[config.mk]
export PLATFORM = sky130hd
export DESIGN_NAME = demux1to4_stream
export DESIGN_NICKNAME = d
export VERILOG_FILES = /design/src/rtl/demux_pkg.sv /design/src/rtl/demux_out_slot.sv /design/src/rtl/demux1to4_stream.sv
export SDC_FILE = /design/constraint.sdc
export NUM_CORES = 1
export LEC_CHECK = 0
export CAP_MARGIN = 20
export CORE_UTILIZATION = 36
export CTS_BUF_LIST = sky130_fd_sc_hd__clkbuf_4
export CTS_CLUSTER_DIAMETER = 40
export DETAILED_ROUTE_END_ITERATION = 7
export MAX_ROUTING_LAYER = met4
export PLACE_DENSITY = 0.72
export SYNTH_ARGS = -nofsm -noshare
export SYNTH_HDL_FRONTEND = slang
export SYNTH_HIERARCHICAL = 1
export SYNTH_SLANG_ARGS = --single-unit
[constraint.sdc]
create_clock -name clk -period 1.8 [get_ports clk]
set_clock_uncertainty 0.05 [all_clocks]
set_input_delay 0.36 -clock clk [delete_from_list [all_inputs] [get_ports clk]]
set_output_delay 0.36 -clock clk [all_outputs]
set_load 0.1 [all_outputs]
[src/rtl/demux_pkg.sv]
// demux_pkg: shared constants and slot state type for the demux1to4_stream block.
package demux_pkg;

  localparam int N_OUT = 4;
  localparam int SEL_W = 2;

  typedef enum logic {
    SLOT_EMPTY = 1'b0,
    SLOT_FULL  = 1'b1
  } slot_state_e;

endpackage : demux_pkg

[src/rtl/demux_out_slot.sv]
// demux_out_slot: one-entry register slice holding a single word for one
// output channel. A load always wins over a drain, so a same-cycle drain and
// load keeps the slot full with the new word and no bubble.
module demux_out_slot
  import demux_pkg::*;
#(
  parameter int DW = 8
) (
  input  logic          clk,
  input  logic          rst_n,
  input  logic          load,
  input  logic [DW-1:0] data_in,
  input  logic          drain,
  output logic          valid,
  output logic [DW-1:0] data
);

  slot_state_e   state_q, state_d;
  logic [DW-1:0] data_q, data_d;

  // Next-state and next-data selection for the slot.
  always_comb begin
    state_d = state_q;
    data_d  = data_q;
    if (load) begin
      state_d = SLOT_FULL;
      data_d  = data_in;
    end else if (drain) begin
      state_d = SLOT_EMPTY;
      data_d  = data_q;
    end else begin
      state_d = state_q;
      data_d  = data_q;
    end
  end

  // Slot state and word registers; reset discards any stored word.
  always_ff @(posedge clk or negedge rst_n) begin
    if (!rst_n) begin
      state_q <= SLOT_EMPTY;
      data_q  <= {DW{1'b0}};
    end else begin
      state_q <= state_d;
      data_q  <= data_d;
    end
  end

  assign valid = (state_q == SLOT_FULL);
  assign data  = data_q;

endmodule : demux_out_slot

[src/rtl/demux1to4_stream.sv]
// demux1to4_stream: routes one valid/ready input stream to four registered
// output channels selected by in_sel. Optional per-channel delivery counters
// are built only when the DEMUX_CNT_EN macro is defined; otherwise cnt_clr is
// ignored and out_cnt reads zero.
module demux1to4_stream
  import demux_pkg::*;
#(
  parameter int DW    = 8,
  parameter int CNT_W = 8
) (
  input  logic                   clk,
  input  logic                   rst_n,
  input  logic                   in_valid,
  output logic                   in_ready,
  input  logic [SEL_W-1:0]       in_sel,
  input  logic [DW-1:0]          in_data,
  output logic [N_OUT-1:0]       out_valid,
  input  logic [N_OUT-1:0]       out_ready,
  output logic [N_OUT*DW-1:0]    out_data,
  input  logic                   cnt_clr,
  output logic [N_OUT*CNT_W-1:0] out_cnt
);

  logic             accept_s;
  logic [N_OUT-1:0] load_s;
  logic [N_OUT-1:0] drain_s;

  // Only the addressed channel gates the input: it must be empty or draining now.
  assign in_ready = (!out_valid[in_sel]) || out_ready[in_sel];
  assign accept_s = in_valid && in_ready;
  assign drain_s  = out_valid & out_ready;

  // Load decode: one-hot strobe to the addressed slot on an accepted word.
  always_comb begin
    load_s = {N_OUT{1'b0}};
    if (accept_s) begin
      load_s[in_sel] = 1'b1;
    end else begin
      load_s = {N_OUT{1'b0}};
    end
  end

  for (genvar k = 0; k < N_OUT; k++) begin : g_slot
    demux_out_slot #(.DW(DW)) u_slot (
      .clk     (clk),
      .rst_n   (rst_n),
      .load    (load_s[k]),
      .data_in (in_data),
      .drain   (drain_s[k]),
      .valid   (out_valid[k]),
      .data    (out_data[k*DW +: DW])
    );
  end

`ifdef DEMUX_CNT_EN
  logic [N_OUT-1:0][CNT_W-1:0] cnt_q, cnt_d;

  // Counter next-state: clear beats increment; counters wrap naturally.
  always_comb begin
    cnt_d = cnt_q;
    for (int k = 0; k < N_OUT; k++) begin
      if (cnt_clr) begin
        cnt_d[k] = {CNT_W{1'b0}};
      end else if (drain_s[k]) begin
        cnt_d[k] = cnt_q[k] + CNT_W'(1);
      end else begin
        cnt_d[k] = cnt_q[k];
      end
    end
  end

  // Per-channel delivery counter registers.
  always_ff @(posedge clk or negedge rst_n) begin
    if (!rst_n) begin
      cnt_q <= {(N_OUT*CNT_W){1'b0}};
    end else begin
      cnt_q <= cnt_d;
    end
  end

  assign out_cnt = cnt_q;
`else
  logic unused_cnt_clr_s;
  assign unused_cnt_clr_s = cnt_clr;
  assign out_cnt          = {(N_OUT*CNT_W){1'b0}};
`endif

endmodule : demux1to4_stream
==> flow_metrics.tcl, run 1 <==
set metrics [dict create \
    outcome "finished, violations left" \
    violations "setup timing" \
    rows 25 \
    dp_cells 254 \
    die_h_um 73.7 \
    utilization 0.606 \
    ys_types 15 \
    wl_per_cell_um 13.6 \
    route.vias.total 1072 \
    muxShareOfSynthArea 0.272 \
    ys_ff_latch 36 \
    grt_usage 0.153 \
    cts_tree "done" \
    cp-start-kind "flop" \
    synth_top_flop_cell "dfrtp_1" \
    crit_type "reg2out" \
    fin_area_mm2 0.00292 \
    max_stage_delay_ps 500 \
    hold_path_class "in2async" \
    synthSimpleGateAreaFrac 0.0575 \
    layout-drive-gt1-share 0.550 \
    drtAntennaViolNets 0 \
    clk-insertion-delay-late_ps 330 \
    dieArea_mm2 0.00543 \
    htree_levels 2 \
    synth_compound_area_frac 0.0189 \
    fin_ws_ps -128 \
    clock-root-buffer "clkbuf_4" \
    synth_top_family_by_area "multiplexers" \
    synth_edf_count 0 \
    synth_xor_area_frac 0 \
    yosys.area_share.adder 0 \
    netlist_area_mm2 0.00185 \
    synth_top_cell_by_area "dfrtp_1" \
    dp_slack_ps -246 \
    grt_pass1_vias 1101 \
    drtIter0Drc 30 \
    fin_cells 267 \
    yosys_warnings 6 \
    fp.dieW_um 73.7 \
    port_buffers 53 \
    cp-end-kind "output pin" \
    critPathMaxFanout 2 \
    drt_first_pass_iters 2 \
    yosysSeqAreaShare 0.487 \
    core_area_mm2 0.00482 \
    slew_violations 0 \
    finalCriticalPeriod_ps 1930 \
    syn_inst 126 \
    cp_top_family "multiplexers" \
    fmax_ghz 0.519 \
    synthArstFlopShare 1.00 \
    grt_setup_unrepaired "true" \
    avgSynthCellArea_um2 14.7 \
    grt_max_degree 20 \
    cts_made_buffers 5 \
    vias_per_cell 4.01 \
    initial_utilization 0.384 \
    ios 87 \
    globalplace.congestion 0.703 \
    clockBufferDepth 2 \
    yosys.area.top_type_share 0.487 \
    antenna_found_initial 0 \
    hold_viol 0 \
    synth.most_common_cell "dfrtp_1" \
    place_area_mm2 0.00281 \
    syn2layout_area_growth_pct 57.8 \
    finalCritPeriodShare 1.07 \
    drt-total-wl_um 3630 \
    cp.arrival_ps 1520 \
    hpwl_um 2840 \
    cp_cell_sequence "nand2b_4 > mux4_2 > buf_12" \
    cp.required_ps 1390 \
    cts_sinks 36 \
    grt_pass1_wl_um 5800 \
    drc 0 \
    yosys-top-cells-area "dfrtp_1 49%, mux2_4 26%, buf_4 13%" \
    setup_violations 1 \
    clkTransAtPathRegs_ps 110 \
    nNetsFinal 217 \
    maxCapViolCount 0 \
    crit_path_top_delay_cell "mux4_2" \
    synthTopCellsByCount "36 x dfrtp_1, 32 x buf_4, 32 x mux2_4" \
    cp_num_buf_inv 1 \
    diodes 0 \
    overflow 0 \
]
per-stage QoR:
step                      setup TNS (ps)  hold slack (ps)
after global placement             -4040              275
after detailed placement           -4440              282
after global routing                -191              465
after CTS                           -160              451
final                               -128              444
after floorplan                    -41.1             14.4
routing by layer:
| layer | vias to the layer above | routed length, um | GRT usage |
|---|---|---|---|
| li1 | 503 | - | - |
| met1 | 517 | 1610 | 0.205 |
| met2 | 48 | 1820 | 0.231 |
| met3 | 4 | 176 | 0.0384 |
| met4 | 0 | 20 | 0.0385 |
| met5 | - | 0 | - |
layout by cell type, fill, tap and decap left out:
| cell type | count |
|---|---|
| a21o_2 | 4 |
| inv_1 | 4 |
| and4_2 | 1 |
| mux2_4 | 32 |
| buf_2 | 1 |
| dlygate4sd3_1 | 1 |
| buf_12 | 39 |
| buf_4 | 15 |
| and2_2 | 1 |
| clkinvlp_4 | 1 |
| mux4_2 | 1 |
| and2_1 | 3 |
| clkinv_1 | 1 |
| and4b_1 | 2 |
| clkbuf_4 | 6 |
| conb_1 | 32 |
| dfrtp_4 | 4 |
| nor4bb_4 | 1 |
| dlygate4sd2_1 | 5 |
| dfrtp_1 | 32 |
| nand2b_4 | 4 |
| clkdlybuf4s50_1 | 10 |
repair_timing:
item,in CTS,in global routing
buffers inserted,4,0
hold buffers,1,0
setup endpoints to repair,1,1
endpoints found under the hold margin,18,0
gates resized for setup,7,0
worst paths after layout:
| check | from | end | slack (ps) | depth (start not counted) |
|---|---|---|---|---|
| worst min register to register | g_slot[2].u_slot/data[4] | g_slot[2].u_slot/data[4] | 540 | 1 |
| worst min-delay path | rst_n | g_slot[1].u_slot/data[3] | 440 | 2 |
| max in group asynchronous | rst_n | g_slot[2].u_slot/valid | 790 | 3 |
| min in group clk | out_ready[2] | g_slot[2].u_slot/valid | 520 | 4 |
| worst max-delay path | g_slot[3].u_slot/valid | in_ready | -130 | 3 |
| worst max register to register | g_slot[0].u_slot/valid | g_slot[0].u_slot/data[5] | 190 | 5 |
sequential cells by signal (all words and copies together), names as in the netlist:
signal               flops
g_slot.u_slot/data      32
g_slot.u_slot/valid      4
cells by family (layout without fill, tap and decap cells):
| group | after synthesis | count (layout) |
|---|---|---|
| compound gates | 4 | 4 |
| buf+inv | 40 | 83 |
| flops | 36 | 36 |
| mux | 33 | 33 |
| other cells | 1 | 32 |
| simple gates | 12 | 12 |
area by class of cell:
| cell class | instances | area (um2) |
|---|---|---|
| Fill cell | 385 | 1900 |
| Inverter | 4 | 15.0 |
| Clock inverter | 2 | 11.3 |
| Sequential cell | 36 | 916 |
| Timing Repair Buffer | 71 | 1050 |
| Tap cell | 67 | 83.8 |
| Multi-Input combinational cell | 81 | 795 |
| Clock buffer | 6 | 45.0 |
Power of run 1 is left out: the tool's default activity adds up to more than one toggle a clock period on the data nets, which glitch-free logic cannot reach.
==> run 2: changes to the inputs <==
--- a/config.mk
+++ b/config.mk
@@ -6,6 +6,7 @@
 export NUM_CORES = 1
 export LEC_CHECK = 0
 export CAP_MARGIN = 20
+export CORE_MARGIN = 8
 export CORE_UTILIZATION = 36
 export CTS_BUF_LIST = sky130_fd_sc_hd__clkbuf_4
 export CTS_CLUSTER_DIAMETER = 40
==> run 2 against run 1 <==
Compared with the run above:
- the run still ends with setup timing left
- via count down 0.19%
- largest cell class unchanged
- wire length is 18% higher
- sequential share of layout area up 0.16 points
- die area up 42%
==> flow_metrics.tcl, run 2 (synthesized netlist as in run 1, its figures left out) <==
set metrics [dict create \
    fin_ws_ps -130 \
    hpwl_um 3400 \
    drtAntennaViolNets 0 \
    nNetsFinal 212 \
    core_area_mm2 0.00504 \
    drt_first_pass_iters 4 \
    final_cell_mix "41 x buf_12, 32 x conb_1, 32 x mux2_4, 32 x dfrtp_1, 10 x clkdlybuf4s50_1" \
    maxCapViolCount 0 \
    setup_violations 1 \
    wl_per_cell_um 16.3 \
    drc 0 \
    clockBufferDepth 2 \
    startpoint "g_slot[3].u_slot/valid" \
    vias_per_cell 4.05 \
    cp-end-kind "output pin" \
    cp_top_family "multiplexers" \
    die_h_um 87.7 \
    cts_tree "done" \
    fmax_ghz 0.518 \
    grt_usage 0.119 \
    grt_pass1_wl_um 6630 \
    outcome "finished, violations left" \
    dieArea_mm2 0.00769 \
    cp.required_ps 1390 \
    dp_slack_ps -240 \
    cp_cell_sequence "nand2b_4 > mux4_2 > buf_12" \
    drtIter0Drc 17 \
    cts_sinks 36 \
    slew_violations 0 \
    cp-start-kind "flop" \
    reg2reg_depth 5 \
    grt_max_degree 23 \
    critPathMaxFanout 2 \
    cp.arrival_ps 1520 \
    layout_commonest_cell "buf_12" \
    htree_levels 2 \
    largest_reg_flops 32 \
    rr_startpoint "g_slot[3].u_slot/valid" \
    layout-drive-gt1-share 0.541 \
    hold_viol 0 \
    drt-total-wl_um 4300 \
    crit_path_top_delay_cell "mux4_2" \
    fp.dieW_um 87.7 \
    grt_pass1_vias 1176 \
    antenna_found_initial 0 \
    finalCritPeriodShare 1.07 \
    clk-insertion-delay-late_ps 330 \
    syn2layout_area_growth_pct 57.0 \
    crit_type "reg2out" \
    route.vias.total 1070 \
    clkTransAtPathRegs_ps 110 \
    ios 87 \
    grt_setup_unrepaired "true" \
    globalplace.congestion 0.668 \
    finalCriticalPeriod_ps 1930 \
    initial_utilization 0.367 \
    diodes 0 \
    cp_num_buf_inv 1 \
    r2r_slack_ps 260 \
    max_stage_delay_ps 500 \
    hold_path_class "in2async" \
    overflow 0 \
    rows 26 \
    r2r_end "g_slot[3].u_slot/data[6]" \
    cts_made_buffers 5 \
    port_buffers 53 \
    clock-root-buffer "clkbuf_4" \
    violations "setup timing" \
]
## run 2: routing by layer
| layer | vias up | wire, um | track usage |
|---|---|---|---|
| li1 | 494 | - | - |
| met1 | 527 | 1730 | 0.131 |
| met2 | 47 | 2290 | 0.202 |
| met3 | 2 | 274 | 0.0385 |
| met4 | 0 | 9 | 0.0281 |
| met5 | - | 0 | - |
## run 2: worst reg2reg max path: stages, from the launching register on
cell and delay (ps):
dfrtp_4 510, nand2b_4 80, buf_4 90, and4_2 240
buf_12 150, mux2_4 310
## run 2: per-stage QoR
step	setup TNS, ps	utilization	hold WS, ps	cell area, um2	std cells
after detailed placement	-4120	0.555	251	2800	251
after CTS	-153	0.576	416	2900	264
after global placement	-3740	0.555	258	2800	251
after floorplan	-41.1	-	14.4	1980	157
after global routing	-186	0.576	429	2900	264
final	-130	0.576	426	2900	264
## run 2: how the worst max path moves through the flow
| stage | cells past startpoint | to | slack, ps |
|---|---|---|---|
| finish | 3 | in_ready | -130 |
| global placement | 4 | in_ready | -240 |
| CTS | 3 | in_ready | -150 |
| detailed placement | 4 | in_ready | -240 |
| global route | 3 | in_ready | -190 |
| floorplan | 2 | in_ready | -40 |
## run 2: final cells by class
type	count	area, um2
clock inverters	1	5.00
inverters	4	15.0
well taps	70	87.6
multi-input cells	81	795
clock buffers	6	45.0
flip-flops and latches	36	916
fillers	400	2140
repair buffers	66	1040
## run 2: what timing repair did
action | CTS | global route
gates resized for setup | 7 | 0
setup buffers | 5 | 0
endpoints found under the setup margin | 1 | 1
hold endpoints to repair | 14 | 0
hold buffers | 1 | 0
Power of run 2 is left out for the same reason.
==> run 3: changes to the inputs <==
--- a/config.mk
+++ b/config.mk
@@ -11,7 +11,6 @@
 export CTS_BUF_LIST = sky130_fd_sc_hd__clkbuf_4
 export CTS_CLUSTER_DIAMETER = 40
 export DETAILED_ROUTE_END_ITERATION = 7
-export MAX_ROUTING_LAYER = met4
 export PLACE_DENSITY = 0.72
 export SYNTH_ARGS = -nofsm -noshare
 export SYNTH_HDL_FRONTEND = slang
==> constraint.sdc (replaced) <==
create_clock -name clk -period 1.8 [get_ports clk]
set_clock_uncertainty 0.05 [all_clocks]
set_input_delay 0.45 -clock clk [delete_from_list [all_inputs] [get_ports clk]]
set_output_delay 0.45 -clock clk [all_outputs]
set_load 0.1 [all_outputs]
==> run 3 against run 2 <==
Compared with the run above:
- the run still ends with setup timing left
- worst setup slack lost 79 ps
- die area is the same
- first-iteration DRC count grew 41%
- critical endpoint unchanged
- highest routed layer unchanged
==> flow_metrics.tcl, run 3 (synthesized netlist as in run 1, its figures left out) <==
set metrics [dict create \
    cts_tree "done" \
    fmax_ghz 0.498 \
    final_cell_mix "40 x buf_12, 32 x conb_1, 32 x mux2_4, 32 x dfrtp_1" \
    antenna_found_initial 0 \
    finalCritPeriodShare 1.12 \
    rows 26 \
    vias_per_cell 4.14 \
    tns_ps -210 \
    finalCriticalPeriod_ps 2010 \
    outcome "finished, violations left" \
    fp.dieW_um 87.7 \
    fin_ws_ps -210 \
    crit_type "in2out" \
    fillers 403 \
    drt_first_pass_iters 4 \
    globalplace.congestion 0.675 \
    setup_violations 1 \
    wl_per_cell_um 15.7 \
    hold_viol 0 \
    grt_usage 0.112 \
    grt_max_degree 22 \
    dp_slack_ps -421 \
    dp_cells 252 \
    route.vias.total 1098 \
    hold_ws_ps 523 \
    grt_pass1_vias 1189 \
    drc 0 \
    hold_path_class "in2async" \
    drtIter0Drc 24 \
    slew_violations 0 \
    clkTransAtPathRegs_ps 110 \
    overflow 0 \
    violations "setup timing" \
    cp.arrival_ps 1510 \
    drt-total-wl_um 4160 \
    fin_cells 265 \
    die_h_um 87.7 \
    port_buffers 53 \
    cts_sinks 36 \
    ios 87 \
    cp_cell_sequence "dlygate4sd2_1 > nand2b_4 > mux4_2 > buf_12" \
    crit_path_top_delay_cell "mux4_2" \
    drtAntennaViolNets 0 \
    cp-end-kind "output pin" \
    grt_setup_unrepaired "true" \
    hpwl_um 3240 \
    maxCapViolCount 0 \
    multiInputGateArea_um2 795 \
    core_area_mm2 0.00504 \
    gr-max-usage-layer "met2" \
    nNetsFinal 212 \
    initial_utilization 0.367 \
    syn2layout_area_growth_pct 57.8 \
    clock-root-buffer "clkbuf_4" \
    clk-insertion-delay-late_ps 330 \
    layout_commonest_cell "buf_12" \
    layout-drive-gt1-share 0.544 \
    cp.required_ps 1300 \
    htree_levels 2 \
    met2_usage 0.183 \
    max_stage_delay_ps 490 \
    largest_reg_flops 32 \
    critPathMaxFanout 2 \
    cp-start-kind "input port" \
    diodes 0 \
    cts_made_buffers 5 \
    dieArea_mm2 0.00769 \
    grtUsageMet1 0.131 \
    grt_pass1_wl_um 6510 \
    clockBufferDepth 2 \
    seqCellArea_um2 916 \
    met3_usage 0.0460 \
]
## run 3: final cells by class
type / instances / area share
Timing Repair Buffer: 66 / 0.351
Clock inverter: 3 / 0.0146
Inverter: 4 / 0.00514
Clock buffer: 5 / 0.0129
Tap cell: 70 / 0.0300
Multi-Input combinational cell: 81 / 0.272
Sequential cell: 36 / 0.314
## run 3: worst max-delay path: cells and delay by family
kind                   cells  cell delay, ps
and+or+nand+nor            1             140
muxes                      1             490
buffers and inverters      2             430
## run 3: metal layers
layer	wire length, um	share of wire
met5	0	0
met4	40	0.0096
met3	377	0.091
met2	2070	0.50
met1	1670	0.40
## run 3: per-stage QoR
stage           util  cell area [um2]
2_1_floorplan      -             1980
3_3_place_gp   0.554             2790
3_5_place_dp   0.554             2790
4_1_cts        0.579             2920
5_1_grt        0.579             2920
6_report       0.579             2920
## run 3: timing repair
item	4_1_cts	5_1_grt
endpoints found under the hold margin	15	0
setup endpoints to repair	1	1
setup buffers	4	0
pin swaps	0	0
resized for setup	8	0
hold buffers	1	0
## run 3: worst paths after layout
check | slack [ps] | from | end | depth (start not counted)
worst min-delay path | 520 | rst_n | g_slot[1].u_slot/data[0] | 2
max in group asynchronous | 730 | rst_n | g_slot[1].u_slot/data[5] | 3
worst max register to register | 310 | g_slot[0].u_slot/valid | g_slot[0].u_slot/data[1] | 4
min in group clk | 540 | g_slot[2].u_slot/data[1] | g_slot[2].u_slot/data[1] | 1
worst min register to register | 540 | g_slot[2].u_slot/data[1] | g_slot[2].u_slot/data[1] | 1
worst max-delay path | -210 | out_ready[3] | in_ready | 4
Power of run 3 is left out for the same reason.
